## config.mk

```make
export PLATFORM = sky130hd
export DESIGN_NAME = conv_result_collector
export DESIGN_NICKNAME = d
export VERILOG_FILES = /design/src/rtl/conv_result_collector.sv
export SDC_FILE = /design/constraint.sdc
export NUM_CORES = 1
export LEC_CHECK = 0
export BUFFER_PORTS_ARGS = -buffer_cell sky130_fd_sc_hd__buf_2
export CELL_PAD_IN_SITES_DETAIL_PLACEMENT = 1
export CELL_PAD_IN_SITES_GLOBAL_PLACEMENT = 2
export CORE_MARGIN = 4
export CORE_UTILIZATION = 51
export CTS_CLUSTER_DIAMETER = 50
export DETAILED_ROUTE_END_ITERATION = 12
export PLACE_DENSITY = 0.88
export SLEW_MARGIN = 15
export SYNTH_ARGS = -nofsm -noshare
export SYNTH_HDL_FRONTEND = slang
export SYNTH_SLANG_ARGS = --single-unit
```

## constraint.sdc

```tcl
create_clock -name clk -period 13.3 [get_ports clk]
set_input_delay 1.33 -clock clk [delete_from_list [all_inputs] [get_ports clk]]
set_output_delay 1.33 -clock clk [all_outputs]
set_load 0.005 [all_outputs]
```

## src/rtl/conv_result_collector.sv

```systemverilog
// Result buffer on the output side of computing_core: collects data_out_0 words per frame
// and drains them in order through a registered read port. Define RESULT_CHECKSUM_EN for a running checksum.
module conv_result_collector #(
    parameter int DATA_W = 32,
    parameter int DEPTH  = 16,
    parameter int CNT_W  = $clog2(DEPTH) + 1
) (
    input  logic              clk,
    input  logic              reset,
    input  logic              start,
    input  logic              res_valid,
    input  logic [DATA_W-1:0] res_data,
    input  logic              core_done,
    input  logic              rd_en,
    output logic [DATA_W-1:0] rd_data,
    output logic              rd_valid,
    output logic [CNT_W-1:0]  count,
    output logic              full,
    output logic              empty,
    output logic              overflow,
    output logic              frame_done,
    output logic              busy,
    output logic [DATA_W-1:0] checksum
);

    localparam int PTR_W = $clog2(DEPTH);

    localparam logic [1:0] IDLE    = 2'd0;
    localparam logic [1:0] COLLECT = 2'd1;
    localparam logic [1:0] DONE    = 2'd2;

    logic [1:0]        state;
    logic [PTR_W-1:0]  wr_ptr;
    logic [PTR_W-1:0]  rd_ptr;
    logic [DATA_W-1:0] mem [DEPTH];

    logic rd_fire;
    logic wr_attempt;
    logic wr_fire;
    logic wr_drop;

    assign full  = (count == CNT_W'(DEPTH));
    assign empty = (count == '0);
    assign busy  = (state == COLLECT);

    // A read in the same cycle frees a slot, so a write into a full buffer still lands.
    assign rd_fire    = rd_en && !empty && !start;
    assign wr_attempt = res_valid && (state == COLLECT) && !start;
    assign wr_fire    = wr_attempt && (!full || rd_fire);
    assign wr_drop    = wr_attempt && full && !rd_fire;

    always_ff @(posedge clk) begin
        if (wr_fire) begin
            mem[wr_ptr] <= res_data;
        end
    end

    always_ff @(posedge clk or negedge reset) begin
        if (!reset) begin
            state      <= IDLE;
            wr_ptr     <= '0;
            rd_ptr     <= '0;
            count      <= '0;
            rd_data    <= '0;
            rd_valid   <= 1'b0;
            overflow   <= 1'b0;
            frame_done <= 1'b0;
        end else if (start) begin
            state      <= COLLECT;
            wr_ptr     <= '0;
            rd_ptr     <= '0;
            count      <= '0;
            rd_valid   <= 1'b0;
            overflow   <= 1'b0;
            frame_done <= 1'b0;
        end else begin
            if (wr_fire) begin
                wr_ptr <= wr_ptr + 1'b1;
            end
            if (rd_fire) begin
                rd_ptr  <= rd_ptr + 1'b1;
                rd_data <= mem[rd_ptr];
            end
            rd_valid <= rd_fire;
            count    <= count + CNT_W'(wr_fire) - CNT_W'(rd_fire);
            if (wr_drop) begin
                overflow <= 1'b1;
            end
            if (state == COLLECT && core_done) begin
                state      <= DONE;
                frame_done <= 1'b1;
            end
        end
    end

`ifdef RESULT_CHECKSUM_EN
    always_ff @(posedge clk or negedge reset) begin
        if (!reset) begin
            checksum <= '0;
        end else if (start) begin
            checksum <= '0;
        end else if (wr_fire) begin
            checksum <= checksum + res_data;
        end
    end
`else
    assign checksum = '0;
`endif

endmodule

```

==> run summary, run 1 <==
Yosys warns - 0
Share of cells above drive strength 1 - 0.240
Root Buffer - clkbuf_16
Vias - 11,000
Number of synthesized flops with an enable pin - 512
Top FF cell, synth - edfxtp_1
Synth area leader - edfxtp_1
Worst Setup Path Type - reg2reg
Mean Syn Cell Area - 19.1 um2
R2R Path End - count[4]
Worst VDD drop - 0.149 mV
Initial DRC Count - 883
Synthesized flop and latch total - 561
Setup tns final - 0 ns
DIE HEIGHT - 216 um
Status - complete, no violations
Critical path origin - count[3]
Slew Limit Fails - 0
Initial Util - 0.519
Largest cells by area after synthesis - edfxtp_1 70%, mux4_2 6.6%, mux2i_1 5.9%
Post-CTS Setup Bufs - 0
Initial antenna violation count - 1
Total GRT Usage - 0.217
Hpwl dp - 27,700 um
Worst Hold Class - reg2reg
ANT nets after route - 0
Hold Vio Cnt, Final - 0
Clk pin slew, worst setup/hold paths - 0.06 ns
GPL Wtd Cong - 0.729
CP max FO - 33
GRT overflow - 0
Critical R2R Launch - count[3]
R2R setup slack - 9.65 ns
Critical Path RT - 13.82 ns
Post-synth top area share - 0.699
Antenna diodes - 0
Area Overhead vs Synth - 12.7%
Post-synthesis async set-or-reset flop share - 0.0873
Final Instance Area - 0.0248 mm2
Final Cycle Share - 0.274
Die extent in x - 216 um
Final core occ - 0.585
Total power - 0.00434 W
Via density - 5.87
Power per cell area - 175 mW/mm2
RSZ-0062 raised after global routing - no
Post-route DRC - 0
Final Routed Wirelength - 50,300 um
Crit path capture type - register
Post-CTS Hold Buffers - 0
CTS tree - built
Max clock buf depth - 3
Pin count of the biggest net entering global routing - 70
Number of global-route vias before repair - 11,900
PortBufs - 80
Critical Path AT - 4.17 ns
DP Area - 0.0229 mm2
Path depth of the worst reg2reg path - 14
Post_cts resized - 0
Highest clock rate - 274 MHz
Actual slew at the worst max-slew pin - 1.18 ns
Row count - 75
Crit-path max cell delay - 0.54 ns
Die Area - 0.0465 mm2
Drt first pass iters - 5
Placeable core area - 0.0423 mm2
Seq/Total Area, Yosys - 0.755
H-Tree Depth - 2
Final nets - 1,300
Startpoint types - register
Worst Setup EP - count[4]
Worst skew pair latency - 0.61 ns
Synthesized instance count - 1,152
Number of max-cap violations - 0
Num ports - 113
Wire per inst - 26.8 um
Cell Chain, Critical Path - inv_1 -> ha_1 -> or4b_4 -> nand2_1 -> buf_4 -> inv_1 -> nand2_1 -> o21ai_0 -> ha_1 -> fa_1 -> a21oi_1 -> nor2_1 -> or3_1 -> a21oi_1
Slew HR - 0.212
Clk sinks - 561
Shortest period the worst path allows - 3.65 ns
Post-synthesis cell area - 0.0220 mm2
Worst Skew - 0.0269 ns
Post-place setup slack - 9.08 ns
Max stage delay cell, worst path - or4b_4
First-pass GRT wire length - 76,000 um
Total CTS buffers - 57
# setup viols final - 0
Final WS setup - 9.65 ns
Pleak - 8.03 nW
Synth cell types - 42
-- routing by layer --
metal	vias up	track usage	routed length, um
li1	4745	-	-
met1	5884	0.285	20300
met2	301	0.380	26600
met3	74	0.0392	2410
met4	2	0.0560	992
met5	-	0	13
-- power breakdown --
group / leakage (nW) / total (W) / internal, W / switching [W]
combinational: 1.89 / 0.000673 / 0.000306 / 0.000367
clock: 0.912 / 0.00158 / 0.000923 / 0.000661
sequential: 5.23 / 0.00208 / 0.00199 / 0.0000877
total: 8.03 / 0.00434 / 0.00322 / 0.00112
-- cell type report --
class,count,area [um2]
fillers,3699,17500
well taps,577,722
multi-input cells,517,4950
clock buffers,69,1500
repair buffers,104,581
flip-flops and latches,561,16600
clock inverters,37,364
inverters,10,50.0
-- per-stage QoR --
stage / instances / hold WS (ns)
detailed placement: 1769 / 0.476
global route: 1875 / 0.510
finish: 1875 / 0.481
global placement: 1769 / 0.461
CTS: 1875 / 0.487
floorplan: 1183 / 0.473
-- critical path: cells and delay by family (launching register included) --
| family | cells | cell delay (ns) |
|---|---|---|
| and+or+nand+nor | 5 | 1.19 |
| DFF | 1 | 0.40 |
| buffers and inverters | 3 | 0.71 |
| adders and majority gates | 3 | 0.82 |
| AOI/OAI and AO/OA | 3 | 0.44 |
-- synth_stat cells, types with 2 or more instances --
master	instances
nand2_1	42
clkbuf_1	22
xnor2_1	4
buf_4	33
a22oi_1	65
o211ai_1	2
a21oi_1	6
nor2_1	17
buf_6	10
and2_1	8
nand3_1	72
inv_1	9
mux4_2	64
a22oi_2	31
o21ai_0	3
nor2b_1	6
ha_1	10
edfxtp_1	512
buf_2	29
xor2_1	5
nor3_1	5
dfrtp_1	49
mux2i_1	129
-- sequential cells by signal, summed over array words and instances, names as in the netlist --
signal / flops
count: 5
frame_done: 1
mem: 512
overflow: 1
rd_data: 32
rd_ptr: 4
rd_valid: 1
state: 1
wr_ptr: 4
-- cell usage in the layout, fill, tap and decap left out, types with 9 or more instances in the layout --
cell / instances
a22oi_1: 65
a22oi_2: 31
buf_2: 80
buf_4: 24
clkbuf_1: 10
clkbuf_16: 58
clkinv_1: 10
clkinv_2: 13
conb_1: 32
dfrtp_1: 47
edfxtp_1: 512
ha_1: 10
inv_1: 9
mux2i_1: 129
mux4_2: 64
nand2_1: 42
nand3_1: 72
nor2_1: 12
-- logic make-up after synthesis --
logic type               Yosys count  share of synthesized area
AO/OA/AOI/OAI                    110                     0.0435
buffers and inverters            105                     0.0292
XOR/XNOR                           9                    0.00359
flip-flops                       561                      0.755
adder cells (fa/ha/maj)           11                    0.00660
other                              1                   0.000171
AND/OR/NAND/NOR                  162                     0.0373
multiplexers                     193                      0.124
-- how the worst min path moves through the flow --
stage | cells after the start | slack [ns] | end | from
2_1_floorplan | 2 | 0.47 | rd_data[0] | rd_data[0]
3_3_place_gp | 2 | 0.46 | rd_data[0] | rd_data[0]
3_5_place_dp | 2 | 0.48 | rd_data[28] | rd_data[28]
4_1_cts | 2 | 0.49 | rd_data[28] | rd_data[28]
5_1_grt | 2 | 0.51 | rd_data[30] | rd_data[30]
6_report | 2 | 0.48 | rd_data[28] | rd_data[28]
Note: power is estimated with default switching activity, not from simulation.
==> run 2: changes to the inputs <==
CORE_UTILIZATION = 47   (was 51)
PLACE_DENSITY = 0.82   (was 0.88)
clock period = 3.7 ns   (was 13.3 ns; I/O delays follow)
==> run 2 against run 1 <==
  * Clock skew down 0.0021 ns
  * First-iteration DRC count down 7.9%
  * Hold slack got worse by 0.44 ns
  * Flip-flop and latch count is the same
  * Combinational power grew to 3.7 times the previous value
==> run summary, run 2 (synthesis gave the netlist of run 1 again) <==
GPL Wtd Cong - 0.723 (-0.78%)
DIE HEIGHT - 224 um (+4.0%)
Cell Chain, Critical Path - inv_1 -> ha_1 -> or4b_4 -> nand2_2 -> inv_1 -> nand2_1 -> o21ai_0 -> ha_1 -> fa_1 -> a21oi_1 -> nor2_1 -> or3_1 -> a21oi_1
RSZ-0062 raised after global routing - no
Critical Path RT - 4.22 ns (-9.60 ns)
Max clock buf depth - 3 (unchanged)
Worst Hold Class - in2reg
Wire per inst - 26.0 um (-2.9%)
Total GRT Usage - 0.199 (-0.0181)
Buffers & Inverters on Critical Path - 2 (-1)
Share of cells above drive strength 1 - 0.245 (+0.00583)
Num ports - 113 (unchanged)
Fin Hold WS - 0.0373 ns (-0.444 ns)
Post-route DRC - 0 (unchanged)
Max reg flops - 512 (unchanged)
Worst Skew - 0.0248 ns (-0.00208 ns)
Post-route insts no fill - 1,912 (+2.0%)
Final Routed Wirelength - 49,800 um (-1.0%)
Sw Ratio - 0.255 (-0.00238)
Number of global-route vias before repair - 12,000 (+0.37%)
Most frequent cells in the layout - 512 x edfxtp_1, 129 x mux2i_1, 80 x buf_2
Pin count of the biggest net entering global routing - 57 (-19%)
Placeable core area - 0.0458 mm2 (+8.2%)
Worst Setup Path Type - reg2reg
Drt first pass iters - 5 (unchanged)
Power per cell area - 624 mW/mm2 (+260%)
Dpl cells - 1,805 (+2.0%)
Hpwl dp - 28,400 um (+2.6%)
Reg with most FFs - mem
Shortest period the worst path allows - 3.06 ns (-0.593 ns)
Startpoint types - register
PortBufs - 80 (unchanged)
Initial antenna violation count - 2 (+1)
Vias - 10,800 (-1.5%)
Worst skew pair latency - 0.61 ns (about the same)
Critical Path AT - 3.58 ns (-0.59 ns)
Crit-path max cell delay - 0.55 ns (about the same)
Worst VDD drop - 0.444 mV (+200%)
Row count - 78 (+4.0%)
Setup tns final - 0 ns (unchanged)
Clk pin slew, worst setup/hold paths - 0.06 ns (about the same)
Logic gate share of total power - 0.157 (+0.002)
Fillers - 4,070 (+10%)
Number of max-cap violations - 0 (unchanged)
Highest clock rate - 327 MHz (+19%)
Crit path max-delay family - simple AND/OR/NAND/NOR gates
CTS tree - built
Final nets - 1,313 (+1.0%)
Final Cycle Share - 0.826 (+0.552)
Hold Vio Cnt, Final - 0 (unchanged)
Die Area - 0.0503 mm2 (+8.2%)
Most common cell after layout, fill and taps aside - edfxtp_1
Actual slew at the worst max-slew pin - 1.09 ns (-0.0851 ns)
Initial DRC Count - 813 (-7.9%)
Slew HR - 0.270 (+0.0584)
Post_cts resized - 0 (unchanged)
Total CTS buffers - 56 (-1.8%)
Clk pwr share - 0.367 (+0.002)
Reg power frac - 0.476 (-0.004)
GRT overflow - 0 (unchanged)
Status - complete, no violations
Die extent in x - 224 um (+4.0%)
Total power - 0.0157 W (+260%)
First-pass GRT wire length - 75,400 um (-0.82%)
Antenna diodes - 0 (unchanged)
Pint - 0.0117 W (+260%)
Max stage delay cell, worst path - or4b_4
Pleak - 8.15 nW (+1.4%)
Top flop regs - mem (512), rd_data (32), count (5)
Via density - 5.67 (-3.4%)
ANT nets after route - 0 (unchanged)
Slew Limit Fails - 0 (unchanged)
Clk sinks - 561 (unchanged)
CP max FO - 6 (-82%)
Area Overhead vs Synth - 14.3%
Root Buffer - clkbuf_16
Switching power - 0.00399 W (+260%)
Crit path capture type - register
# setup viols final - 0 (unchanged)
H-Tree Depth - 2 (unchanged)
Initial Util - 0.480 (-0.0391)
==> run 2: cell types whose count changed in the layout (fill, tap and decap cells not counted), sizes merged <==
cell / change
clkinv: -11
clkbuf: +9
clkinvlp: +1
buf: +13
dlygate4sd3: +1
inv: +1
==> run 2: layout make-up <==
class	instances	area, um2	area share
clock inverter	28	317	0.0126
inverter	10	50.0	0.00199
sequential	561	16600	0.661
clock buffer	78	1570	0.0624
tap	600	751	0.0299
multi-input combinational	517	4960	0.197
timing repair buffer	118	863	0.0344
==> run 2: worst min-delay path, cell delays in order <==
cell	delay [ns]
buf_2	0.09
a21oi_1	0.06
nor2_1	0.08
==> run 2: repair_timing <==
action                                 CTS  global route
hold buffers                             1             0
setup buffers                            0             0
endpoints found under the hold margin   12             0
setup endpoints to repair                0             0
==> run 2: per-stage QoR <==
step	utilization	cell area, um2	setup WS (ns)
2_1_floorplan	-	22100	-0.121
3_3_place_gp	0.507	23200	0.711
3_5_place_dp	0.507	23200	0.642
4_1_cts	0.549	25100	0.625
5_1_grt	0.549	25100	0.402
6_report	0.549	25100	0.643
==> run 2: power by group through the flow <==
stage	Combinational [W]	Sequential [W]	Clock, W
2_1_floorplan	0.00182	0.00742	0
3_3_place_gp	0.00243	0.00759	0
4_1_cts	0.00251	0.00748	0.00588
5_1_grt	0.00269	0.00751	0.00617
3_5_place_dp	0.00249	0.00761	0
6_report	0.00246	0.00747	0.00575
==> run 2: routing by layer <==
metal	track usage	part of all wire	vias to the layer above
met3	0.0365	0.048	63
met5	0	0.00026	-
met2	0.347	0.52	252
li1	-	-	4773
met4	0.0395	0.014	2
met1	0.268	0.42	5752
==> run 2: worst paths after layout <==
path,from,end,slack [ns],depth (start not counted)
hold reg to reg,rd_data[30],rd_data[30],0.48,2
max in group asynchronous,reset,rd_data[0],2.30,3
hold / removal,core_done,frame_done,0.04,3
setup reg to reg,count[2],count[4],0.64,13
min in group asynchronous,reset,rd_data[30],0.50,2
setup / recovery,count[2],count[4],0.64,13
